===== src/rtl/cpu_defs_pkg.sv =====
// Shared definitions for the multi-cycle control unit.
// Holds opcode/function-code constants, branch encodings, the controller
// state encoding (also exported on state_dbg) and exc_cause bit positions.
package cpu_defs;

    // Opcodes
    localparam logic [3:0] OpAlu  = 4'b0000;
    localparam logic [3:0] OpLw   = 4'b1000;
    localparam logic [3:0] OpSw   = 4'b1011;
    localparam logic [3:0] OpBlt  = 4'b0100;
    localparam logic [3:0] OpBgt  = 4'b0101;
    localparam logic [3:0] OpBeq  = 4'b0110;
    localparam logic [3:0] OpJmp  = 4'b1100;
    localparam logic [3:0] OpHalt = 4'b1111;

    // Function codes (also used directly as ALU selects)
    localparam logic [3:0] FnAdd = 4'b1111;
    localparam logic [3:0] FnSub = 4'b1110;
    localparam logic [3:0] FnAnd = 4'b1101;
    localparam logic [3:0] FnOr  = 4'b1100;
    localparam logic [3:0] FnMul = 4'b0001;
    localparam logic [3:0] FnDiv = 4'b0010;
    localparam logic [3:0] FnSll = 4'b1010;
    localparam logic [3:0] FnSlr = 4'b1011;
    localparam logic [3:0] FnRol = 4'b1001;
    localparam logic [3:0] FnRor = 4'b1000;

    // Branch selects
    localparam logic [1:0] BrNone = 2'b00;
    localparam logic [1:0] BrBeq  = 2'b01;
    localparam logic [1:0] BrBgt  = 2'b10;
    localparam logic [1:0] BrBlt  = 2'b11;

    typedef enum logic [2:0] {
        StFetch  = 3'd0,
        StDecode = 3'd1,
        StExec   = 3'd2,
        StMem    = 3'd3,
        StWb     = 3'd4,
        StHalted = 3'd7
    } state_t;

    // exc_cause bit positions
    localparam int unsigned ExcTimeout   = 5;
    localparam int unsigned ExcInvalidOp = 4;
    localparam int unsigned ExcInstMem   = 3;
    localparam int unsigned ExcDataMem   = 2;
    localparam int unsigned ExcAlu       = 1;
    localparam int unsigned ExcRegFile   = 0;

endpackage


===== src/rtl/ctrl_watchdog.sv =====
// Handshake watchdog: counts cycles while enable is high, cleared by clear
// (takes priority) or reset. expired flags that the current cycle is the
// TIMEOUT_LIMIT-th consecutive wait cycle if enable is still high.
// Ports: clk, rst (sync, active-low), clear, enable, expired.
module ctrl_watchdog #(
    parameter int unsigned TIMEOUT_WIDTH = 8,
    parameter int unsigned TIMEOUT_LIMIT = 200
) (
    input  logic clk,
    input  logic rst,
    input  logic clear,
    input  logic enable,
    output logic expired
);

    logic [TIMEOUT_WIDTH-1:0] count_q;

    always_ff @(posedge clk) begin
        if (!rst || clear) begin
            count_q <= '0;
        end else if (enable) begin
            count_q <= count_q + TIMEOUT_WIDTH'(1);
        end
    end

    // Count holds the number of wait cycles already spent, so the limit is
    // hit during the cycle whose count equals LIMIT-1.
    assign expired = (count_q == TIMEOUT_WIDTH'(TIMEOUT_LIMIT - 1));

endmodule


===== src/rtl/multicycle_control.sv =====
// Multi-cycle control unit: sequences each instruction through
// FETCH/DECODE/EXEC/MEM/WB, handles memory/ALU handshakes with a watchdog,
// latches exception causes and parks in a sticky HALTED state.
// Inputs: clk, rst (sync, active-low), op_code/func_code from the IR,
//   inst_ready/data_ready/alu_done handshakes, exc_* datapath flags.
// Outputs: fetch/PC controls, branch/ALU selects, memory requests,
//   register write controls, halt, exc_cause, state_dbg.
module multicycle_control
    import cpu_defs::*;
#(
    parameter int unsigned OP_CODE_WIDTH        = 4,
    parameter int unsigned FUNCTION_CODE_WIDTH  = 4,
    parameter int unsigned ALU_CONTROL_WIDTH    = 4,
    parameter int unsigned BRANCH_CONTROL_WIDTH = 2,
    parameter int unsigned TIMEOUT_WIDTH        = 8,
    parameter int unsigned TIMEOUT_LIMIT        = 200
) (
    input  logic                            clk,
    input  logic                            rst,
    input  logic [OP_CODE_WIDTH-1:0]        op_code,
    input  logic [FUNCTION_CODE_WIDTH-1:0]  func_code,
    input  logic                            inst_ready,
    input  logic                            data_ready,
    input  logic                            alu_done,
    input  logic                            exc_inst_memory,
    input  logic                            exc_data_memory,
    input  logic                            exc_alu,
    input  logic                            exc_reg_file,
    output logic                            inst_rd,
    output logic                            ir_wr,
    output logic                            pc_inc,
    output logic                            jump,
    output logic [BRANCH_CONTROL_WIDTH-1:0] branch_control,
    output logic [ALU_CONTROL_WIDTH-1:0]    alu_control,
    output logic                            alu_a_src,
    output logic                            alu_b_src,
    output logic                            alu_start,
    output logic                            mem_rd,
    output logic                            mem_wrt,
    output logic                            write_reg,
    output logic                            write_r0,
    output logic                            reg_wr_src,
    output logic                            halt,
    output logic [5:0]                      exc_cause,
    output logic [2:0]                      state_dbg
);

    state_t     state_q, state_d;
    logic [5:0] cause_q, cause_d;
    logic       first_q;  // first cycle spent in the current state

    logic is_alu, is_lw, is_sw, is_blt, is_bgt, is_beq, is_jmp, is_halt;
    logic is_muldiv, is_shift, op_valid;
    logic waiting, expired, timeout, invalid_op, exc_any, kill;

    assign is_alu  = (op_code == OP_CODE_WIDTH'(OpAlu));
    assign is_lw   = (op_code == OP_CODE_WIDTH'(OpLw));
    assign is_sw   = (op_code == OP_CODE_WIDTH'(OpSw));
    assign is_blt  = (op_code == OP_CODE_WIDTH'(OpBlt));
    assign is_bgt  = (op_code == OP_CODE_WIDTH'(OpBgt));
    assign is_beq  = (op_code == OP_CODE_WIDTH'(OpBeq));
    assign is_jmp  = (op_code == OP_CODE_WIDTH'(OpJmp));
    assign is_halt = (op_code == OP_CODE_WIDTH'(OpHalt));
    assign op_valid = is_alu | is_lw | is_sw | is_blt | is_bgt | is_beq | is_jmp | is_halt;

    assign is_muldiv = is_alu && ((func_code == FUNCTION_CODE_WIDTH'(FnMul)) ||
                                  (func_code == FUNCTION_CODE_WIDTH'(FnDiv)));
    assign is_shift  = (func_code == FUNCTION_CODE_WIDTH'(FnSll)) ||
                       (func_code == FUNCTION_CODE_WIDTH'(FnSlr)) ||
                       (func_code == FUNCTION_CODE_WIDTH'(FnRol)) ||
                       (func_code == FUNCTION_CODE_WIDTH'(FnRor));

    // Kept outside the main decode block so the watchdog enable does not
    // depend on the next-state logic that consumes its expired flag.
    assign waiting = ((state_q == StFetch) && !inst_ready) ||
                     ((state_q == StExec) && is_muldiv && !alu_done) ||
                     ((state_q == StMem) && !data_ready);

    assign exc_any = exc_inst_memory | exc_data_memory | exc_alu | exc_reg_file;
    assign timeout = waiting && expired;
    assign kill    = !rst || (exc_any && (state_q != StHalted));

    ctrl_watchdog #(
        .TIMEOUT_WIDTH (TIMEOUT_WIDTH),
        .TIMEOUT_LIMIT (TIMEOUT_LIMIT)
    ) u_watchdog (
        .clk     (clk),
        .rst     (rst),
        .clear   (state_d != state_q),
        .enable  (waiting),
        .expired (expired)
    );

    always_ff @(posedge clk) begin
        if (!rst) begin
            state_q <= StFetch;
            cause_q <= '0;
            first_q <= 1'b1;
        end else begin
            state_q <= state_d;
            cause_q <= cause_d;
            first_q <= (state_d != state_q);
        end
    end

    always_comb begin
        state_d        = state_q;
        cause_d        = cause_q;
        invalid_op     = 1'b0;
        inst_rd        = 1'b0;
        ir_wr          = 1'b0;
        pc_inc         = 1'b0;
        jump           = 1'b0;
        branch_control = '0;
        alu_control    = '0;
        alu_a_src      = 1'b0;
        alu_b_src      = 1'b0;
        alu_start      = 1'b0;
        mem_rd         = 1'b0;
        mem_wrt        = 1'b0;
        write_reg      = 1'b0;
        write_r0       = 1'b0;
        reg_wr_src     = 1'b0;
        halt           = 1'b0;

        case (state_q)
            StFetch: begin
                inst_rd = 1'b1;
                if (inst_ready) begin
                    ir_wr   = 1'b1;
                    pc_inc  = 1'b1;
                    state_d = StDecode;
                end
            end
            StDecode: begin
                if (!op_valid) begin
                    invalid_op = 1'b1;
                    state_d    = StHalted;
                end else if (is_halt) begin
                    state_d = StHalted;
                end else begin
                    state_d = StExec;
                end
            end
            StExec: begin
                if (is_alu) begin
                    alu_control = ALU_CONTROL_WIDTH'(func_code);
                    alu_b_src   = is_shift;
                    if (is_muldiv) begin
                        alu_start = first_q;
                        if (alu_done) state_d = StWb;
                    end else begin
                        state_d = StWb;
                    end
                end else if (is_lw || is_sw) begin
                    alu_control = ALU_CONTROL_WIDTH'(FnAdd);
                    alu_a_src   = 1'b1;
                    state_d     = StMem;
                end else if (is_blt) begin
                    branch_control = BRANCH_CONTROL_WIDTH'(BrBlt);
                    state_d        = StFetch;
                end else if (is_bgt) begin
                    branch_control = BRANCH_CONTROL_WIDTH'(BrBgt);
                    state_d        = StFetch;
                end else if (is_beq) begin
                    branch_control = BRANCH_CONTROL_WIDTH'(BrBeq);
                    state_d        = StFetch;
                end else if (is_jmp) begin
                    jump    = 1'b1;
                    state_d = StFetch;
                end else begin
                    // IR changed under us; treat as an illegal instruction
                    invalid_op = 1'b1;
                    state_d    = StHalted;
                end
            end
            StMem: begin
                if (is_lw) begin
                    mem_rd      = 1'b1;
                    alu_a_src   = 1'b1;
                    alu_control = ALU_CONTROL_WIDTH'(FnAdd);
                    if (data_ready) state_d = StWb;
                end else begin
                    mem_wrt = 1'b1;
                    if (data_ready) state_d = StFetch;
                end
            end
            StWb: begin
                write_reg  = 1'b1;
                write_r0   = is_muldiv;
                reg_wr_src = is_lw;
                state_d    = StFetch;
            end
            StHalted: begin
                halt = 1'b1;
            end
            default: begin
                state_d = StFetch;
            end
        endcase

        if (state_q != StHalted) begin
            cause_d[ExcTimeout]   = cause_q[ExcTimeout]   | timeout;
            cause_d[ExcInvalidOp] = cause_q[ExcInvalidOp] | invalid_op;
            cause_d[ExcInstMem]   = cause_q[ExcInstMem]   | exc_inst_memory;
            cause_d[ExcDataMem]   = cause_q[ExcDataMem]   | exc_data_memory;
            cause_d[ExcAlu]       = cause_q[ExcAlu]       | exc_alu;
            cause_d[ExcRegFile]   = cause_q[ExcRegFile]   | exc_reg_file;
            if (timeout || invalid_op || exc_any) state_d = StHalted;
        end

        // Reset and same-cycle exceptions suppress every control pulse
        if (kill) begin
            inst_rd        = 1'b0;
            ir_wr          = 1'b0;
            pc_inc         = 1'b0;
            jump           = 1'b0;
            branch_control = '0;
            alu_control    = '0;
            alu_a_src      = 1'b0;
            alu_b_src      = 1'b0;
            alu_start      = 1'b0;
            mem_rd         = 1'b0;
            mem_wrt        = 1'b0;
            write_reg      = 1'b0;
            write_r0       = 1'b0;
            reg_wr_src     = 1'b0;
            halt           = 1'b0;
        end
    end

    assign state_dbg = rst ? state_q : 3'd0;
    assign exc_cause = rst ? cause_q : 6'd0;

endmodule


===== config.mk =====
export PLATFORM = sky130hd
export DESIGN_NAME = multicycle_control
export DESIGN_NICKNAME = d
export VERILOG_FILES = /design/src/rtl/cpu_defs_pkg.sv /design/src/rtl/ctrl_watchdog.sv /design/src/rtl/multicycle_control.sv
export SDC_FILE = /design/constraint.sdc
export NUM_CORES = 1
export LEC_CHECK = 0
export BUFFER_PORTS_ARGS = -buffer_cell sky130_fd_sc_hd__buf_2
export CELL_PAD_IN_SITES_DETAIL_PLACEMENT = 0
export CELL_PAD_IN_SITES_GLOBAL_PLACEMENT = 1
export CORE_MARGIN = 2
export CORE_UTILIZATION = 32
export DETAILED_ROUTE_END_ITERATION = 10
export PLACE_DENSITY = 0.81
export SYNTH_ARGS = -nofsm -noshare
export SYNTH_HDL_FRONTEND = slang
export SYNTH_HIERARCHICAL = 1
export SYNTH_SLANG_ARGS = --single-unit

===== constraint.sdc =====
create_clock -name clk -period 2.35 [get_ports clk]
set_clock_uncertainty 0.05 [all_clocks]
set_input_delay 0.235 -clock clk [delete_from_list [all_inputs] [get_ports clk]]
set_output_delay 0.235 -clock clk [all_outputs]
set_load 0.01 [all_outputs]

======== Word level (Yosys, flattened, before mapping) ========
Cells that the tools add are included.
storage, ports and cells
  register bits ........................... 18
  input port bits ......................... 17
  output and inout port bits .............. 28
  word-level logic and storage cells ...... 143
cells by class
  add/sub/neg operators ................... 1
  eq/ne operators ......................... 21
  multiplexer cells ....................... 77
  bitwise operators ....................... 16
  reduce and logical (&&, ||, !) cells .... 24
operators by type and width
  cell                   count
  $mux W3                17
  $mux W1                45
  $eq A4 B4 Y1 const B   8
  $mux W4                4
  $or A1 B1 Y1           16
  $pmux W3 S5            1
  $eq A4 B3 Y1 const B   3
  $mux W2                6
  $logic_or A1 B1 Y1     11
  $add A8 B1 Y8 const B  1
  $eq A8 B8 Y1 const B   1
  $pmux W4 S2            1
  $logic_and A1 B1 Y1    7
  $eq A3 B2 Y1 const B   2
  $eq A3 B3 Y1 const B   2
  $mux W6                1
  $eq A4 B1 Y1 const B   1
  $eq A4 B2 Y1 const B   1
  $logic_not A1 Y1       4
  $logic_not A4 Y1       1
  $pmux W1 S2            2
  $eq A3 B1 Y1 const B   1
  $logic_not A3 Y1       1
  $ne A3 B3 Y1           1
  $ne A3 B3 Y1 const B   1

======== Logic depth before layout (Yosys ltp) ========
  word-level depth ........................ 16
  depth in mapped cells ................... 11
  mapped depth without buffers ............ 10

======== By module ========
Netlist, hierarchy kept.
modules (own cells, without submodules)
  module              times used  cells an instance  area each (um^2)  seq. area each (um^2)
  multicycle_control  1           130                950.9             200.2
  ctrl_watchdog       1           40                 360.3             160.2

======== Worst setup path before layout ========
No wires, ideal clock.
  kind .................................... register to register
  start ................................... register state_q[0]
  end ..................................... register u_watchdog.count_q[5]
  library setup time ...................... 0.070 ns
  data arrival time ....................... 2.471 ns
  required time ........................... 2.230 ns
  path slack .............................. -0.242 ns
  cell stages (with the launch flop) ...... 12
  path buffers ............................ 2
  period minus slack after synthesis ...... 2.592 ns
  cells stage by stage .................... dfxtp_1 -> clkbuf_2 -> nor3b_1 -> a21oi_1 -> or4_4 -> nand3_2 -> a211o_1 -> xor2_1 -> or3_1 -> nand2b_1 -> clkbuf_1 -> a21oi_1
on the way
  word-level cells in the longest chain between the ends .. 12
  elaborated cells between the ends (all ways) .. 28
  classes of those cells .................. eq/ne (6); mux (11); reduce/logical (11)
RTL lines
  item                               RTL line                                             source
  start, declared                    multicycle_control.sv:48                             state_t state_q, state_d;
  start signal, assigned             multicycle_control.sv:96                             state_q <= StFetch;
  start signal, assigned             multicycle_control.sv:100                            state_q <= state_d;
  $eq A3 B2 Y1                       multicycle_control.sv:76, multicycle_control.sv:126
  $logic_and A1 B1 Y1 (2 in series)  multicycle_control.sv:76                             ((state_q == StExec) && is_muldiv && !alu_done) ||
  $logic_or A1 B1 Y1                 multicycle_control.sv:75                             assign waiting = ((state_q == StFetch) && !inst_ready) ||
  $logic_or A1 B1 Y1                 multicycle_control.sv:76
  $logic_and A1 B1 Y1                multicycle_control.sv:80                             assign timeout = waiting && expired;
  $logic_or A1 B1 Y1 (2 in series)   multicycle_control.sv:209                            if (timeout || invalid_op || exc_any) state_d = StHalted;
  $mux W3                            multicycle_control.sv:209
  $mux W3                            multicycle_control.sv:202                            if (state_q != StHalted) begin
  $ne A3 B3 Y1                       multicycle_control.sv:89                             .clear (state_d != state_q),
  $logic_or A1 B1 Y1                 ctrl_watchdog.sv:19                                  if (!rst || clear) begin
  end signal, assigned               ctrl_watchdog.sv:22                                  count_q <= count_q + TIMEOUT_WIDTH'(1);
  end, declared                      ctrl_watchdog.sv:16                                  logic [TIMEOUT_WIDTH-1:0] count_q;
Parallel ways exist; a longest one is shown, timed or not.
A chain may end at the register's enable or synchronous reset.

======== Worst setup path in the final report ========
  start ................................... register state_q[1]
  end ..................................... register u_watchdog.count_q[6]
Same word-level chain as after synthesis.

==> flow_summary.json <==
{
  "status": "completed",
  "setup_viol": 0,
  "insertion_delay_ns": 0.25,
  "syn_inst": 170,
  "period_share_pct": 97.9,
  "final_util_pct": 50.4,
  "io_buffers": 44,
  "route.met3.wl_um": 158,
  "synthesis.nets": 188,
  "numCtsBuffers": 3,
  "p_comb_share_pct": 24.3,
  "vias": 1475,
  "h-tree-depth": 1,
  "critPathMaxFanout": 8,
  "clkPwrFrac_pct": 33.3,
  "switching_share_pct": 26.7,
  "dr.first_iter.drc_count": 83,
  "cts.sinks": 18,
  "synth_seq_cells": 18,
  "dr_wl_met2_um": 1580,
  "synth.most_common_cell": "dfxtp_1",
  "drtAntennaViolNets": 0,
  "core.rowCount": 23,
  "slowest_delay_ns": 0.45,
  "fill_cells": 380,
  "clock_path_buffers": 2,
  "highest_layer": "met4",
  "cp.required_ns": 2.49,
  "slew_violations": 0,
  "crit_type": "reg -> reg",
  "async_flop_share_pct": 0,
  "wire_per_inst_um": 11.3,
  "cts_tree": "yes",
  "multi_input_area_um2": 935,
  "dieArea_um2": 4630,
  "worst-path-buf-inv": 0,
  "startpoint_type": "register",
  "wl_met1_um": 1670,
  "drt_wl_total_um": 3420,
  "irDropWorstVdd_mv": 0.343,
  "rsz0062_at_grt": "true",
  "power.leakage_nw": 0.937,
  "ys_seq_area_share_pct": 27.5,
  "post_dp_cell_area_um2": 1880,
  "hold_violations": 0,
  "antenna_cells": 0,
  "placedCellCount": 296,
  "final_nets": 271,
  "drive_gt1_share_pct": 44.8,
  "critPathCaptureType": "register",
  "cts_hold_buffers": 0,
  "synth_top_flop_cell": "dfxtp_1",
  "synth_edf_count": 0,
  "area_delta_synth_final_pct": 52.6,
  "cp_top_family": "simple AND/OR/NAND/NOR gates",
  "die_x_um": 68.0,
  "final_cells": 302,
  "grt_start_max_net_pins": 18,
  "yosys.cell_types.count": 49,
  "hp-class": "in -> reg",
  "grt_pass1_vias": 1389,
  "maxCapViolations": 0,
  "fin_tns_setup_ns": 0,
  "start_util_pct": 33.0,
  "gp_congestion": 0.846,
  "synth_area_leader_cell": "dfxtp_1",
  "p_sw_mw": 0.204,
  "place_ws_ns": -0.216,
  "synth_area_per_cell_um2": 7.71,
  "grt_pass1_wl_um": 5900,
  "design_area_um2": 2000,
  "period_needed_ns": 2.30,
  "fp.dieH_um": 68.0,
  "synth_area_leaders": "dfxtp_1 27%, and2_1 7.2%, a21oi_1 4.6%",
  "crit_top_cell": "a21oi_1",
  "core_region_area_um2": 3970,
  "gr-usage-all-layers_pct": 16.3,
  "seq_area_um2": 368,
  "clk_pin_slew_worst_paths_ns": 0.07,
  "fin_ws_ns": 0.0505,
  "synth_top_area_share_pct": 27.5,
  "io_pins": 45,
  "drc_errors": 0,
  "cts_root_buf": "clkbuf_8",
  "antenna_found_initial": 0,
  "relSlewSlack_pct": 72.4,
  "synthTopCellsByCount": "18 x dfxtp_1, 15 x and2_1, 14 x nor2_1, 12 x a21oi_1, 11 x o21ai_0",
  "firstDrtPassIters": 4,
  "pwr-share-seq_pct": 42.4,
  "routed_via_density": 4.88,
  "path_cells": "nor3b_4 > a21oi_1 > or4_4 > nand3_4 > a211o_1 > xor2_1 > or3_1 > nand2b_4 > a21oi_1",
  "synth_area_um2": 1310,
  "crit_slowest_cell": "or4_4",
  "globalRouteOverflowTotal": 0,
  "place_hpwl_um": 2690,
  "fmax_mhz": 435,
  "ys_warn_count": 6,
  "p_total_mw": 0.766,
  "cp.arrival_ns": 2.44,
  "internal-power_mw": 0.561,
  "hold_slack_ns": 0.151,
  "powerDensity_nw_per_um2": 383,
  "tightest_slew_ns": 0.408
}
-- worst reg2reg max path: stages (launching register included) --
cell,delay [ns]
dfxtp_4,0.39
nor3b_4,0.24
a21oi_1,0.10
or4_4,0.45
nand3_4,0.11
a211o_1,0.13
xor2_1,0.08
or3_1,0.37
nand2b_4,0.19
a21oi_1,0.13
-- worst paths after layout --
kind | from | to | slack (ns) | cells after the start
max | state_q[1] | u_watchdog/count_q[6] | 0.05 | 9
min | exc_reg_file | cause_q[0] | 0.15 | 2
max reg2reg | state_q[1] | u_watchdog/count_q[6] | 0.05 | 9
min reg2reg | u_watchdog/count_q[7] | u_watchdog/count_q[7] | 0.45 | 2
-- cells in the final DEF, fill, tap and decap left out, types with 4 or more instances in the layout --
cell and count:
nand3_1 7, a21o_1 4, buf_2 44, buf_4 45, clkbuf_8 4, nor3_1 10, inv_1 6, o21ai_0 10
a21oi_1 10, or3_1 6, nor2_1 13, nand2_1 9, xor2_1 6, dfxtp_1 16, and2_1 15
-- what timing repair did --
action                                  4_1_cts  5_1_grt
gates resized for setup                       8        6
pin swaps                                     0        3
setup buffers                                 0        2
endpoints found under the setup margin        9       11
-- final cells by class --
class,count,area share (%)
multi-input cells,135,46.7
repair buffers,89,27.9
flip-flops and latches,18,18.4
well taps,50,3.13
clock buffers,4,2.75
inverters,6,1.13
-- state kept, by name, summed over array words and instances (netlist names) --
register and cells:
state_q 3, first_q 1, u_watchdog/count_q 8, cause_q 6
-- power groups by stage --
stage / registers (mW) / clock network, mW / logic [mW]
2_1_floorplan: 0.328 / 0 / 0.0990
3_3_place_gp: 0.332 / 0 / 0.177
3_5_place_dp: 0.332 / 0 / 0.178
4_1_cts: 0.325 / 0.259 / 0.181
5_1_grt: 0.326 / 0.277 / 0.205
6_report: 0.324 / 0.255 / 0.186
-- cells by family (layout without fill, tap and decap cells) --
logic type | count (synthesis) | after routing | share of synthesized area (%)
adders and majority gates | 1 | 1 | 0.954
AOI/OAI and AO/OA | 37 | 37 | 17.7
buffers and inverters | 17 | 99 | 6.11
xor gates and xnor gates | 8 | 8 | 5.34
and+or+nand+nor | 88 | 88 | 41.7
muxes | 1 | 1 | 0.763
DFF | 18 | 18 | 27.5
-- per-layer routing --
metal  vias up  GRT usage [%]
met5         -              0
met4         0           2.25
met3         2           3.29
met2        34           27.4
met1       670           22.0
li1        769              -
Power figures use the tool's default switching activity.
